`config.mk`:
```
export PLATFORM = sky130hd
export DESIGN_NAME = ta_sync_resp
export DESIGN_NICKNAME = d
export VERILOG_FILES = /design/src/rtl/ta_sync_pkg.sv /design/src/rtl/ta_sync_cnt.sv /design/src/rtl/ta_sync_resp.sv
export SDC_FILE = /design/constraint.sdc
export NUM_CORES = 1
export LEC_CHECK = 0
export CAP_MARGIN = 10
export CORE_AREA = 2 2 79 81
export CTS_BUF_LIST = sky130_fd_sc_hd__clkbuf_2 sky130_fd_sc_hd__clkbuf_4 sky130_fd_sc_hd__clkbuf_8
export DETAILED_ROUTE_END_ITERATION = 8
export DIE_AREA = 0 0 81 83
export PLACE_DENSITY_LB_ADDON = 0.12
export SLEW_MARGIN = 20
export SYNTH_ARGS = -nofsm -noshare
export SYNTH_HDL_FRONTEND = slang
export SYNTH_SLANG_ARGS = --single-unit
export TNS_END_PERCENT = 1
```
`constraint.sdc`:
```
create_clock -name clk50 -period 1.75 [get_ports clk50]
set_input_delay 0.35 -clock clk50 [delete_from_list [all_inputs] [get_ports clk50]]
set_output_delay 0.35 -clock clk50 [all_outputs]
set_load 0.05 [all_outputs]
```
`src/rtl/ta_sync_pkg.sv`:
```
// ta_sync_pkg: shared definitions for the clk50 sync handshake.
//   - resp_state_t : responder FSM encoding (used by ta_sync_resp)
//   - init_state_t : initiator FSM encoding (capture sync controller side)
//   - SYNC_CNT_W   : width of the completed-sync counter
//   - cnt_width()  : bit width needed to hold values 0..max_val
package ta_sync_pkg;

  localparam int SYNC_CNT_W = 16;

  typedef enum logic [2:0] {
    S_INIT = 3'd0,
    S_RDY  = 3'd1,
    S_ACK  = 3'd2,
    S_SET  = 3'd3,
    S_CAP  = 3'd4,
    S_DONE = 3'd5
  } resp_state_t;

  typedef enum logic [1:0] {
    I_IDLE = 2'd0,
    I_TRIG = 2'd1,
    I_WAIT = 2'd2
  } init_state_t;

  // Counters must hold their terminal value plus the one increment that
  // happens on the cycle the terminal count is acted upon.
  function automatic int cnt_width(input int max_val);
    return (max_val < 1) ? 1 : $clog2(max_val + 1);
  endfunction

endpackage

```
`src/rtl/ta_sync_cnt.sv`:
```
// ta_sync_cnt: generic up-counter with synchronous clear, count enable and
// terminal-count compare.
// Ports:
//   clk50  in  1  clock
//   rst    in  1  synchronous active-high reset (count -> 0)
//   clr    in  1  synchronous clear, has priority over en
//   en     in  1  count enable
//   cnt    out W  current count
//   tc     out 1  high while cnt == TC
module ta_sync_cnt #(
  parameter int W  = 8,
  parameter int TC = 255
) (
  input  logic         clk50,
  input  logic         rst,
  input  logic         clr,
  input  logic         en,
  output logic [W-1:0] cnt,
  output logic         tc
);

  localparam logic [W-1:0] TC_V = W'(TC);

  // Counter register: reset/clear to zero, otherwise step when enabled.
  always_ff @(posedge clk50) begin
    if (rst) begin
      cnt <= '0;
    end else if (clr) begin
      cnt <= '0;
    end else if (en) begin
      cnt <= cnt + W'(1'b1);
    end else begin
      cnt <= cnt;
    end
  end

  assign tc = (cnt == TC_V);

endmodule

```
`src/rtl/ta_sync_resp.sv`:
```
// ta_sync_resp: responder end of the clk50 sync handshake.
// On a sync request it drops syncr_rdy, waits for the trigger to be released
// (or times out), settles for SET_DEL cycles, captures CAP_LEN valid samples
// into a write-port buffer from address 0, then re-raises syncr_rdy.
// Ports:
//   clk50      in  1   50 MHz clock
//   rst        in  1   synchronous active-high reset
//   sync_trig  in  1   sync request (level), sampled only while ready
//   syncr_rdy  out 1   responder ready; 0 = request accepted / capturing
//   din_valid  in  1   sample qualifier
//   din        in  DW  sample data
//   wr_en      out 1   buffer write strobe
//   wr_addr    out AW  buffer write address
//   wr_data    out DW  buffer write data
//   cap_done   out 1   one-cycle pulse with the last write
//   tmo_err    out 1   sticky: trigger held past TMO, cleared only by rst
//   sync_cnt   out 16  completed sync cycles (wrapping)
module ta_sync_resp
  import ta_sync_pkg::*;
#(
  parameter int DW      = 16,
  parameter int AW      = 10,
  parameter int CAP_LEN = 1024,
  parameter int SET_DEL = 8,
  parameter int TMO     = 255
) (
  input  logic                  clk50,
  input  logic                  rst,
  input  logic                  sync_trig,
  output logic                  syncr_rdy,
  input  logic                  din_valid,
  input  logic [DW-1:0]         din,
  output logic                  wr_en,
  output logic [AW-1:0]         wr_addr,
  output logic [DW-1:0]         wr_data,
  output logic                  cap_done,
  output logic                  tmo_err,
  output logic [SYNC_CNT_W-1:0] sync_cnt
);

  localparam int TW = cnt_width(TMO);
  localparam int SW = cnt_width(SET_DEL);
  localparam int CW = cnt_width(CAP_LEN);

  resp_state_t     state_r;
  logic [TW-1:0]   tmo_cnt_r;
  logic [SW-1:0]   set_cnt_r;
  logic [CW-1:0]   cap_cnt_r;
  logic            tmo_tc_s;
  logic            set_tc_s;
  logic            cap_tc_s;
  logic            tmo_clr_s;
  logic            tmo_en_s;
  logic            set_clr_s;
  logic            set_en_s;
  logic            cap_clr_s;
  logic            cap_en_s;
  logic            ack_exit_s;

  // The acknowledge phase ends on trigger release or when the trigger has
  // been high for TMO acknowledge cycles; both paths start the settle count.
  assign ack_exit_s = (state_r == S_ACK) && (!sync_trig || tmo_tc_s);

  assign tmo_clr_s  = (state_r == S_RDY) && sync_trig;
  assign tmo_en_s   = (state_r == S_ACK) && sync_trig;
  assign set_clr_s  = ack_exit_s;
  assign set_en_s   = (state_r == S_SET);
  assign cap_clr_s  = (state_r == S_SET) && set_tc_s;
  assign cap_en_s   = (state_r == S_CAP) && din_valid;

  ta_sync_cnt #(.W(TW), .TC(TMO - 1)) u_tmo_cnt (
    .clk50 (clk50),
    .rst   (rst),
    .clr   (tmo_clr_s),
    .en    (tmo_en_s),
    .cnt   (tmo_cnt_r),
    .tc    (tmo_tc_s)
  );

  ta_sync_cnt #(.W(SW), .TC(SET_DEL - 1)) u_set_cnt (
    .clk50 (clk50),
    .rst   (rst),
    .clr   (set_clr_s),
    .en    (set_en_s),
    .cnt   (set_cnt_r),
    .tc    (set_tc_s)
  );

  // cap_cnt is wide enough to count to CAP_LEN, so it never wraps mid-capture.
  ta_sync_cnt #(.W(CW), .TC(CAP_LEN - 1)) u_cap_cnt (
    .clk50 (clk50),
    .rst   (rst),
    .clr   (cap_clr_s),
    .en    (cap_en_s),
    .cnt   (cap_cnt_r),
    .tc    (cap_tc_s)
  );

  // Responder FSM with registered handshake and write-port outputs.
  always_ff @(posedge clk50) begin
    if (rst) begin
      state_r   <= S_INIT;
      syncr_rdy <= 1'b0;
      wr_en     <= 1'b0;
      wr_addr   <= '0;
      wr_data   <= '0;
      cap_done  <= 1'b0;
      tmo_err   <= 1'b0;
      sync_cnt  <= '0;
    end else begin
      // Strobes are single-cycle unless a state re-asserts them below.
      wr_en    <= 1'b0;
      cap_done <= 1'b0;
      case (state_r)
        S_INIT: begin
          syncr_rdy <= 1'b1;
          state_r   <= S_RDY;
        end
        S_RDY: begin
          if (sync_trig) begin
            syncr_rdy <= 1'b0;
            state_r   <= S_ACK;
          end else begin
            state_r   <= S_RDY;
          end
        end
        S_ACK: begin
          if (!sync_trig) begin
            state_r <= S_SET;
          end else if (tmo_tc_s) begin
            // Give up waiting for release so the handshake cannot hang.
            tmo_err <= 1'b1;
            state_r <= S_SET;
          end else begin
            state_r <= S_ACK;
          end
        end
        S_SET: begin
          if (set_tc_s) begin
            wr_addr <= '0;
            state_r <= S_CAP;
          end else begin
            state_r <= S_SET;
          end
        end
        S_CAP: begin
          if (din_valid) begin
            wr_en   <= 1'b1;
            wr_data <= din;
            wr_addr <= AW'(cap_cnt_r);
            if (cap_tc_s) begin
              cap_done <= 1'b1;
              state_r  <= S_DONE;
            end else begin
              state_r  <= S_CAP;
            end
          end else begin
            state_r <= S_CAP;
          end
        end
        S_DONE: begin
          sync_cnt  <= sync_cnt + SYNC_CNT_W'(1'b1);
          syncr_rdy <= 1'b1;
          state_r   <= S_RDY;
        end
        default: begin
          syncr_rdy <= 1'b0;
          state_r   <= S_INIT;
        end
      endcase
    end
  end

endmodule
```
**Yosys cells after proc, flatten, opt, wreduce, memory -nomap -nowiden**

Index checks and enable logic that the tools add are counted.

- Register bits: 72
- Bits in latches: 0
- Bits in writable memories: 0
- Bits in read-only memories: 0
- Bits of input ports: 20
- Output and inout port bits: 46
- Logic and storage cells: 63
- Memories: 0

- Add/sub/neg operators: 4
- $mul: 0
- Div/mod/pow operators: 0
- Order comparisons: 0
- Equality and inequality tests: 11
- Shift-type cells: 0
- Muxes and demuxes: 14
- Bitwise operators: 3
- Reduce and logical (&&, ||, !) cells: 20

Operator list:

| cell | number |
|---|---|
| 10-bit two-way mux | 2 |
| 10-bit case mux with 2 select lines | 1 |
| 16-bit by 1-bit adder with 16-bit output, second input constant | 1 |
| 3-bit case mux with 5 select lines | 1 |
| 11-bit by 1-bit adder with 11-bit output, second input constant | 1 |
| 11-bit by 10-bit equality test with 1-bit output, second input constant | 1 |
| 2-bit OR reduction | 5 |
| 8-bit by 1-bit adder with 8-bit output, second input constant | 1 |
| 8-bit equality test, second input constant | 1 |
| 3-bit by 2-bit equality test with 1-bit output, second input constant | 2 |
| 3-bit equality test, second input constant | 2 |
| 1-bit two-way mux | 6 |
| 3-bit two-way mux | 2 |
| 2-bit != test, second input constant | 3 |
| 3-bit AND reduction | 2 |
| 3-bit OR reduction | 2 |
| 1-bit logical AND | 5 |
| 4-bit by 1-bit adder with 4-bit output, second input constant | 1 |
| 4-bit by 3-bit equality test with 1-bit output, second input constant | 1 |
| 2-bit AND reduction | 2 |
| 3-bit by 1-bit equality test with 1-bit output, second input constant | 1 |
| 3-bit zero test | 1 |
| 1-bit inverter | 3 |
| 1-bit case mux with 3 select lines | 1 |
| other kinds (4) | 4 |

**Longest topological paths before layout**

Gate-level depths: netlist of the first run.

- Depth after elaboration: 4
- Depth in mapped cells: 6
- Mapped depth without buffers: 6

**By module**

From an unflattened synthesis of the first run, not the netlist that was laid out.

- Cell total of the unflattened synthesis: 340
- Area total of the unflattened synthesis: 3007.9 um2

By module, submodules not included:

| module | instances | cells an instance | area each (um2) | seq. area each (um2) |
|---|---|---|---|---|
| ta_sync_resp | 1 | 221 | 1931.9 | 980.9 |
| ta_sync_cnt (u_cap_cnt) | 1 | 58 | 523.0 | 220.2 |
| ta_sync_cnt (u_tmo_cnt) | 1 | 42 | 367.9 | 160.2 |
| ta_sync_cnt (u_set_cnt) | 1 | 19 | 185.2 | 80.1 |

**Worst setup path after synthesis of the first run**

OpenSTA, ideal clock, no wires.

- Path kind: reg-to-reg
- Start: reg sync_cnt[4]
- End: reg sync_cnt[15]
- Setup time: 0.070 ns
- Arrival: 1.940 ns
- Data required time: 1.680 ns
- Setup slack: -0.260 ns
- Stages on the path, launching flop included: 6
- Buffers on the path: 1
- Clock period less this slack: 2.010 ns
- Path through: dfxtp_1 -> nand4_2 -> or2_0 -> buf_2 -> or4_1 -> a21oi_1

- Longest elaborated chain between the ends: 1

RTL lines:

| item | RTL line | text |
|---|---|---|
| start, declared | ta_sync_resp.sv:38 | `output logic [SYNC_CNT_W-1:0] sync_cnt` |
| start signal, assigned | ta_sync_resp.sv:162 | `sync_cnt <= sync_cnt + SYNC_CNT_W'(1'b1);` |
| 16-bit by 1-bit adder with 16-bit output | ta_sync_resp.sv:162 |  |

Every way passes these cells.
A chain may end at the register's enable or synchronous reset.

**Worst setup path in the final report of the first run**

- Start: reg sync_cnt[0]
- End: reg sync_cnt[10]

The elaborated chain is that of the path after synthesis.

==> results of run 1 <==
worst max path at each step:
stage                            from  slack (ns)  depth (start not counted)           end
after floorplan           sync_cnt[4]       -0.03                          5  sync_cnt[15]
after global placement      din_valid       -0.09                          5    state_r[0]
after detailed placement    din_valid       -0.14                          5    state_r[0]
after CTS                 sync_cnt[0]        0.12                          5  sync_cnt[10]
after global routing      sync_cnt[0]        0.04                          5  sync_cnt[10]
final                     sync_cnt[0]        0.14                          5  sync_cnt[10]
critical path: cells and delay by family, from the launching register on:
| family | cells | cell delay (ns) |
|---|---|---|
| adder cells (fa/ha/maj) | 1 | 0.26 |
| AO/OA/AOI/OAI | 2 | 0.34 |
| AND/OR/NAND/NOR | 1 | 0.42 |
| flip-flops | 1 | 0.38 |
| buffers and inverters | 1 | 0.11 |
cells in the final DEF, fill, tap and decap left out, drive strengths merged, types with 4 or more instances in the layout:
| cell type | Yosys | routed |
|---|---|---|
| ha | 5 | 5 |
| clkdlybuf4s50 | 0 | 18 |
| clkbuf | 15 | 11 |
| nand3 | 21 | 21 |
| dfxtp | 72 | 72 |
| a21oi | 38 | 38 |
| or3 | 5 | 5 |
| nand4 | 13 | 13 |
| xnor2 | 12 | 12 |
| nor4 | 8 | 8 |
| nor3 | 8 | 8 |
| buf | 6 | 68 |
| o21ai | 4 | 4 |
| xor2 | 18 | 18 |
| nor2 | 36 | 36 |
| inv | 4 | 4 |
| nand2 | 58 | 58 |
layout make-up:
type | count | area (sq um) | share of cell area
Clock buffer | 11 | 151.4 | 0.03870
Clock inverter | 5 | 55.05 | 0.01407
Inverter | 4 | 15.01 | 0.003838
Multi-Input combinational cell | 257 | 1454 | 0.3716
Sequential cell | 72 | 1455 | 0.3719
Tap cell | 75 | 93.84 | 0.02398
Timing Repair Buffer | 86 | 688.2 | 0.1759
cell families (layout without fill, tap and decap cells):
family / count (synthesis) / in the layout / share of synthesized area
muxes: 2 / 2 / 0.006686
and+or+nand+nor: 171 / 171 / 0.2812
buffers and inverters: 25 / 106 / 0.03301
AOI/OAI and AO/OA: 49 / 49 / 0.08901
xor gates and xnor gates: 30 / 30 / 0.08776
adders and majority gates: 5 / 5 / 0.02089
DFF: 72 / 72 / 0.4814
power groups by stage:
| stage | Sequential, mW | Clock (mW) | Combinational [mW] |
|---|---|---|---|
| final | 1.66 | 1.32 | 0.157 |
| after global routing | 1.66 | 1.44 | 0.169 |
| after CTS | 1.66 | 1.36 | 0.157 |
| after detailed placement | 1.70 | 0 | 0.156 |
| after global placement | 1.70 | 0 | 0.156 |
| after floorplan | 1.70 | 0 | 0.0740 |
registers in the layout (all words and copies together), names as in the netlist:
signal and cells:
cap_done 1, state_r 3, sync_cnt 16, syncr_rdy 1
tmo_err 1, u_cap_cnt.cnt 11, u_set_cnt.cnt 4, u_tmo_cnt.cnt 8
wr_addr 10, wr_data 16, wr_en 1
metrics by stage:
| stage | power [mW] | instances | setup TNS [ns] | util |
|---|---|---|---|---|
| 6_report | 3.140 | 510 | 0 | 0.6728 |
| 5_1_grt | 3.271 | 510 | 0 | 0.6728 |
| 2_1_floorplan | 1.777 | 354 | -0.02597 | - |
| 4_1_cts | 3.178 | 510 | 0 | 0.6728 |
| 3_3_place_gp | 1.852 | 494 | -1.033 | 0.6373 |
| 3_5_place_dp | 1.853 | 494 | -1.922 | 0.6373 |
per-layer routing:
metal,GRT usage,share of wire,wire length [um],up-vias
met5,0,0,0,-
met4,0.07550,0.013,81,0
met3,0.04022,0.050,319,8
met2,0.3080,0.46,2942,56
met1,0.2698,0.48,3098,1209
li1,-,-,-,1367
==> results.json, run 1 <==
{
  "status": "finished clean",
  "ff2ff_path_depth": 5,
  "final_cell_area_sq_um": 3913,
  "worstMarginPinSlew_ns": 0.4641,
  "synth_edf_count": 0,
  "p_seq_frac": 0.528,
  "cp-start-kind": "flop",
  "syn_inst": 354,
  "ys.flop_type": "dfxtp_1",
  "grt_first_pass_wirelength_um": 10810,
  "regToRegSetupSlack_ns": 0.14,
  "gp_congestion": 0.7549,
  "period_share": 0.9176,
  "grt_pass1_vias": 2439,
  "crit_path_top_delay_cell": "nor4_1",
  "drv_cap": 0,
  "slew_headroom": 0.6906,
  "p_sw_mw": 0.6842,
  "antenna_left": 0,
  "worst_slack_ns": 0.1442,
  "fp.dieH_um": 83,
  "p_clk_frac": 0.422,
  "diodes": 0,
  "grt_use_total": 0.1985,
  "r2r_start": "sync_cnt[0]",
  "area_growth_syn_to_layout_pct": 30.67,
  "report.final.hold_viol_count": 0,
  "viasPerCell": 5.176,
  "cts_setup_buffers": 0,
  "dp_slack_ns": -0.1370,
  "initial_utilization": 0.5148,
  "worstPathMaxFanout": 5,
  "firstDrtPassIters": 4,
  "yosys-top-cells-count": "dfxtp_1 (72), nand2_1 (58), a21oi_1 (38), nor2_1 (36), nand3_1 (21)",
  "rsz0062_at_grt": "false",
  "yosys.cell_count.top_type": "dfxtp_1",
  "cts_buffers": 9,
  "h-tree-depth": 3,
  "pin_count": 66,
  "worstSkewPairLatency_ns": 0.33,
  "ys_types": 39,
  "fin_crit_ns": 1.606,
  "critPathKind": "reg -> reg",
  "ys_ff_latch": 72,
  "p_per_area_nw_per_um2": 802.6,
  "synth_top_area_frac": 0.4814,
  "power_switching_share": 0.2179,
  "finalMaxSlewViolations": 0,
  "crit_path_end_kind": "flop",
  "core_sq_um": 5816,
  "intPower_mw": 2.456,
  "cts_tree": "done",
  "initialDrtViolationCount": 95,
  "cts_resized": 0,
  "synth_area_per_cell_sq_um": 8.458,
  "hold_end": "wr_en",
  "finalNetCount": 455,
  "cp_slowest_stage_delay_ns": 0.42,
  "synthTopCellsByArea": "dfxtp_1 (48%), nand2_1 (7.3%), a21oi_1 (6.4%)",
  "hold-worst-slack_ns": 0.4563,
  "num_vias": 2640,
  "setup_violations": 0,
  "holdCritPathClass": "in -> reg",
  "dpl.hpwl_um": 4587,
  "wirelength_um": 6442,
  "cts_num_sinks": 72,
  "grt_overflow": 0,
  "min-delay-start": "rst",
  "ys_seq_area_frac": 0.4814,
  "wl_per_cell_um": 12.63,
  "path_cells": "ha_1, inv_1, nor4_1, a21oi_1, a31o_2",
  "synth_area_sq_um": 2994,
  "cts_root_buffer": "clkbuf_8",
  "finClkSkew_ns": 0.01292,
  "placementRows": 28,
  "placed_cell_area_sq_um": 3706,
  "combinationalPowerShare": 0.050,
  "fillers": 497,
  "ir_drop_mv": 0.5067,
  "ys_warn_count": 0,
  "power_leakage_nw": 1.506,
  "grt_max_degree": 26,
  "max_freq_mhz": 622.7,
  "drc": 0,
  "portBuffers": 65,
  "chipWidth_um": 81,
  "holdBufCountCts": 0,
  "cp.arrival_ns": 1.83,
  "die-area_sq_um": 6723,
  "post-synth-top-area-cell": "dfxtp_1",
  "syn_nets": 379,
  "async_flop_share": 0,
  "r2r-end": "sync_cnt[10]",
  "hold_depth": 2,
  "clock_path_buffers": 2,
  "required_ns": 1.97,
  "clk_pin_slew_worst_paths_ns": 0.07,
  "drive_gt1_frac": 0.2299,
  "antenna_found_initial": 0
}
No activity file was read; power rests on OpenSTA's default activity.
==> run 2: changes to the inputs <==
Settings changed: CTS_CLUSTER_DIAMETER from default to 150, HOLD_SLACK_MARGIN from default to 0.15, RECOVER_POWER from default to 100.
==> run 2 against run 1 <==
Clock power is essentially flat. Total power grew 0.14%. Core utilization shrank 3.2 points. Hold slack lost 0.0043 ns. Critical path depth is the same. Global-route usage is the same. Sequential share of layout area grew 1.9 points. Register-to-register slack is essentially flat. Maximum frequency shrank 0.59%. First-iteration DRC count shrank 2.1%. Largest cell class unchanged.
==> results.json, run 2 (synthesized netlist as in run 1, its figures left out) <==
{
  "status": "finished clean",
  "setup_violations": 0,
  "drive_gt1_frac": 0.1241,
  "dpl.hpwl_um": 4587,
  "fin_crit_ns": 1.615,
  "grt_first_pass_wirelength_um": 10810,
  "setup-tns-final_ns": 0,
  "fillers": 564,
  "drv_cap": 0,
  "area_growth_syn_to_layout_pct": 24.40,
  "p_per_area_nw_per_um2": 844.3,
  "report.final.hold_viol_count": 0,
  "grt_use_total": 0.1985,
  "ir_drop_mv": 0.5356,
  "placementRows": 28,
  "placed_cell_area_sq_um": 3706,
  "clock_path_buffers": 2,
  "fin_cells": 510,
  "firstDrtPassIters": 4,
  "cts_root_buffer": "clkbuf_8",
  "rsz0062_at_grt": "false",
  "worstPathMaxFanout": 5,
  "antenna_left": 0,
  "max_freq_mhz": 619.1,
  "h-tree-depth": 3,
  "worstMarginPinSlew_ns": 0.6391,
  "period_share": 0.9230,
  "placed_cells": 494,
  "antenna_found_initial": 0,
  "chipWidth_um": 81,
  "gp_congestion": 0.7549,
  "dp_slack_ns": -0.1370,
  "critPathKind": "reg -> reg",
  "viasPerCell": 5.196,
  "crit_path_end_kind": "flop",
  "cts_resized": 0,
  "final_cell_area_sq_um": 3725,
  "finalNetCount": 455,
  "holdBufCountCts": 0,
  "top_regs": "sync_cnt x16, wr_data x16, u_cap_cnt.cnt x11",
  "die-area_sq_um": 6723,
  "hold-worst-slack_ns": 0.4520,
  "slew_headroom": 0.5758,
  "worst_slack_ns": 0.1347,
  "layout_commonest_cell": "dfxtp_1",
  "grt_max_degree": 26,
  "cp-start-kind": "flop",
  "cts_num_sinks": 72,
  "finClkSkew_ns": 0.01469,
  "power_mw": 3.145,
  "cp.arrival_ns": 1.84,
  "layout_common_cells": "dfxtp_1 (61), nand2_1 (58), clkbuf_1 (46)",
  "power_leakage_nw": 1.308,
  "final_core_util": 0.6405,
  "cts_setup_buffers": 0,
  "pin_count": 66,
  "wl_per_cell_um": 12.81,
  "required_ns": 1.97,
  "finalMaxSlewViolations": 0,
  "initialDrtViolationCount": 93,
  "grt_overflow": 0,
  "worstSkewPairLatency_ns": 0.34,
  "num_vias": 2650,
  "grt_pass1_vias": 2439,
  "drc": 0,
  "fp.dieH_um": 83,
  "wirelength_um": 6533,
  "holdCritPathClass": "in -> reg",
  "portBuffers": 65,
  "core_sq_um": 5816,
  "cts_buffers": 9,
  "diodes": 0,
  "cts_tree": "done",
  "clk_pin_slew_worst_paths_ns": 0.07,
  "initial_utilization": 0.5148
}
## run 2: cell count changes in the layout (fill, tap and decap cells not counted), sizes merged
cell	delta
buf	-54
clkbuf	+54
## run 2: area by class of cell
class                   instances  area [sq um]  share of cell area
flip-flops and latches         72          1455              0.3907
clock inverters                 5         55.05             0.01478
inverters                       4         15.01            0.004031
clock buffers                  11         151.4             0.04064
multi-input cells             257          1454              0.3903
well taps                      75         93.84             0.02519
repair buffers                 86         500.5              0.1344
## run 2: worst paths after layout
path                     from  slack [ns]  cells past startpoint           end
hold / removal            rst        0.45                      2   sync_cnt[1]
setup reg to reg  sync_cnt[0]        0.13                      5  sync_cnt[10]
setup / recovery  sync_cnt[0]        0.13                      5  sync_cnt[10]
hold reg to reg   wr_data[11]        0.46                      2   wr_data[11]
## run 2: power by group
part,internal (mW),total [mW],switching (mW)
sequential,1.65,1.66,0.0114
combinational,0.0745,0.155,0.0801
clock,0.731,1.33,0.600
## run 2: worst max-delay path, cell delays in order, from the launching register on
cell	delay [ns]
dfxtp_2	0.38
ha_1	0.26
inv_1	0.11
nor4_1	0.43
a21oi_1	0.12
a31o_2	0.22
## run 2: metal layers
metal / share of wire / GRT usage
met1: 0.48 / 0.2698
met2: 0.45 / 0.3080
met3: 0.052 / 0.04022
met4: 0.011 / 0.07550
met5: 0 / 0
==> run 3: changes to the inputs <==
Settings changed: PLACE_DENSITY from default to 0.81, PLACE_DENSITY_LB_ADDON 0.12 to default.
Clock period 1.75 ns to 1.6 ns, I/O delays scaled along.
==> run 3 against run 2 <==
Flip-flop and latch count did not move. Sequential power up 8%. Count of clock-buffer cells in the layout rose by 1. Global-route usage rose by 1.7 points. Register-to-register slack got worse by 0.09 ns. Largest power group unchanged. Non-clock buffer count is 7 higher. Maximum frequency is 3.9% higher.
==> results.json, run 3 (synthesized netlist as in run 1, its figures left out) <==
{
  "fin_crit_ns": 1.555,
  "diodes": 0,
  "finalNetCount": 462,
  "path_cells": "nand4_1, or2_1, or4_1, a21oi_1",
  "worstMarginPinSlew_ns": 0.5858,
  "cp-start-kind": "flop",
  "initial_utilization": 0.5148,
  "setup-tns-final_ns": 0,
  "status": "finished clean",
  "pin_count": 66,
  "critPathKind": "reg -> reg",
  "setup_violations": 0,
  "period_share": 0.9720,
  "rsz0062_at_grt": "true",
  "initialDrtViolationCount": 129,
  "max_freq_mhz": 643.0,
  "crit_path_top_delay_cell": "or4_1",
  "holdBufCountCts": 0,
  "dpl.hpwl_um": 5044,
  "placementRows": 28,
  "worstSkewPairLatency_ns": 0.34,
  "gp_congestion": 0.7562,
  "antenna_left": 0,
  "wl_per_cell_um": 13.64,
  "die-area_sq_um": 6723,
  "final_cell_area_sq_um": 4000,
  "cp_slowest_stage_delay_ns": 0.49,
  "finalMaxSlewViolations": 0,
  "grt_max_degree": 29,
  "finClkSkew_ns": 0.003232,
  "top_regs": "sync_cnt x16, wr_data x16, u_cap_cnt.cnt x11",
  "num_vias": 2739,
  "cts_buffers": 9,
  "cp.arrival_ns": 1.83,
  "layout_common_cells": "dfxtp_1 (60), nand2_1 (58), clkbuf_2 (39)",
  "cp_top_family": "simple AND/OR/NAND/NOR gates",
  "multiInputGateArea_sq_um": 1471,
  "cts_tree": "done",
  "viasPerCell": 5.308,
  "report.final.hold_viol_count": 0,
  "layout_commonest_cell": "dfxtp_1",
  "grt_pass1_vias": 2619,
  "clk_pin_slew_worst_paths_ns": 0.07,
  "worst-path-buf-inv": 0,
  "firstDrtPassIters": 4,
  "power_leakage_nw": 1.544,
  "drive_gt1_frac": 0.2426,
  "chipWidth_um": 81,
  "p_per_area_nw_per_um2": 863.3,
  "holdCritPathClass": "in -> reg",
  "placed_cell_area_sq_um": 3902,
  "fp.dieH_um": 83,
  "antenna_found_initial": 0,
  "required_ns": 1.87,
  "cts_root_buffer": "clkbuf_8",
  "crit_path_end_kind": "flop",
  "fillers": 476,
  "h-tree-depth": 3,
  "power_mw": 3.453,
  "wirelength_um": 7040,
  "grt_overflow": 0,
  "worstPathMaxFanout": 8,
  "cts_num_sinks": 72,
  "portBuffers": 65,
  "area_growth_syn_to_layout_pct": 33.60,
  "drv_cap": 0,
  "ir_drop_mv": 0.5534,
  "grt_first_pass_wirelength_um": 11670,
  "drc": 0,
  "ff_latch_area_sq_um": 1479,
  "slew_headroom": 0.6111,
  "core_sq_um": 5816,
  "grt_use_total": 0.2158,
  "clock_path_buffers": 2
}
==> run 3: cell types whose count changed in the layout (fill, tap and decap cells not counted), sizes merged <==
| cell | delta |
|---|---|
| buf | +20 |
| clkbuf | -12 |
| clkinvlp | -2 |
==> run 3: what timing repair did <==
item                       in CTS  in global routing
setup endpoints to repair       0                 14
setup buffers                   0                  0
resized for setup               0                  4
==> run 3: final cells by class <==
| cell class | instances | area share |
|---|---|---|
| sequential | 72 | 0.3697 |
| multi-input combinational | 257 | 0.3678 |
| timing repair buffer | 93 | 0.1839 |
| clock buffer | 12 | 0.04129 |
| tap | 75 | 0.02346 |
| clock inverter | 3 | 0.01001 |
| inverter | 4 | 0.003754 |
==> run 3: worst register-to-register path: stages (launching register included) <==
cell and delay, ns:
dfxtp_4 0.37, nand4_1 0.13, or2_1 0.34, or4_1 0.50, a21oi_1 0.16
==> run 3: worst paths after layout <==
path | cells after the start | end | slack (ns) | startpoint
max | 4 | sync_cnt[13] | 0.04 | sync_cnt[9]
min | 2 | sync_cnt[9] | 0.31 | rst
max reg2reg | 4 | sync_cnt[13] | 0.04 | sync_cnt[9]
min reg2reg | 2 | wr_data[1] | 0.46 | wr_data[1]
==> run 3: routing by layer <==
metal  track usage  wire length [um]  up-vias
met4       0.07704               102        0
met5             0                 0        -
li1              -                 -     1383
met2        0.3539              3414       68
met1        0.2793              3170     1280
met3       0.04239               353        8
==> run 3: per-stage QoR <==
| step | setup WS, ns | cells | hold slack, ns | utilization |
|---|---|---|---|---|
| final | 0.04479 | 516 | 0.3050 | 0.6878 |
| after global routing | -0.01218 | 516 | 0.3109 | 0.6878 |
| after CTS | 0.007497 | 516 | 0.2937 | 0.7063 |
| after detailed placement | -0.2857 | 501 | 0.4506 | 0.6710 |
| after global placement | -0.2046 | 501 | 0.4422 | 0.6710 |
| after floorplan | -0.001109 | 354 | 0.4560 | - |
==> run 3: where the power goes <==
group          total (mW)  switching [mW]  internal [mW]  leakage (nW)
clock                1.48           0.643          0.834         0.108
sequential           1.80          0.0117           1.79         0.589
combinational       0.177          0.0889         0.0878         0.847
total                3.45           0.744           2.71          1.54
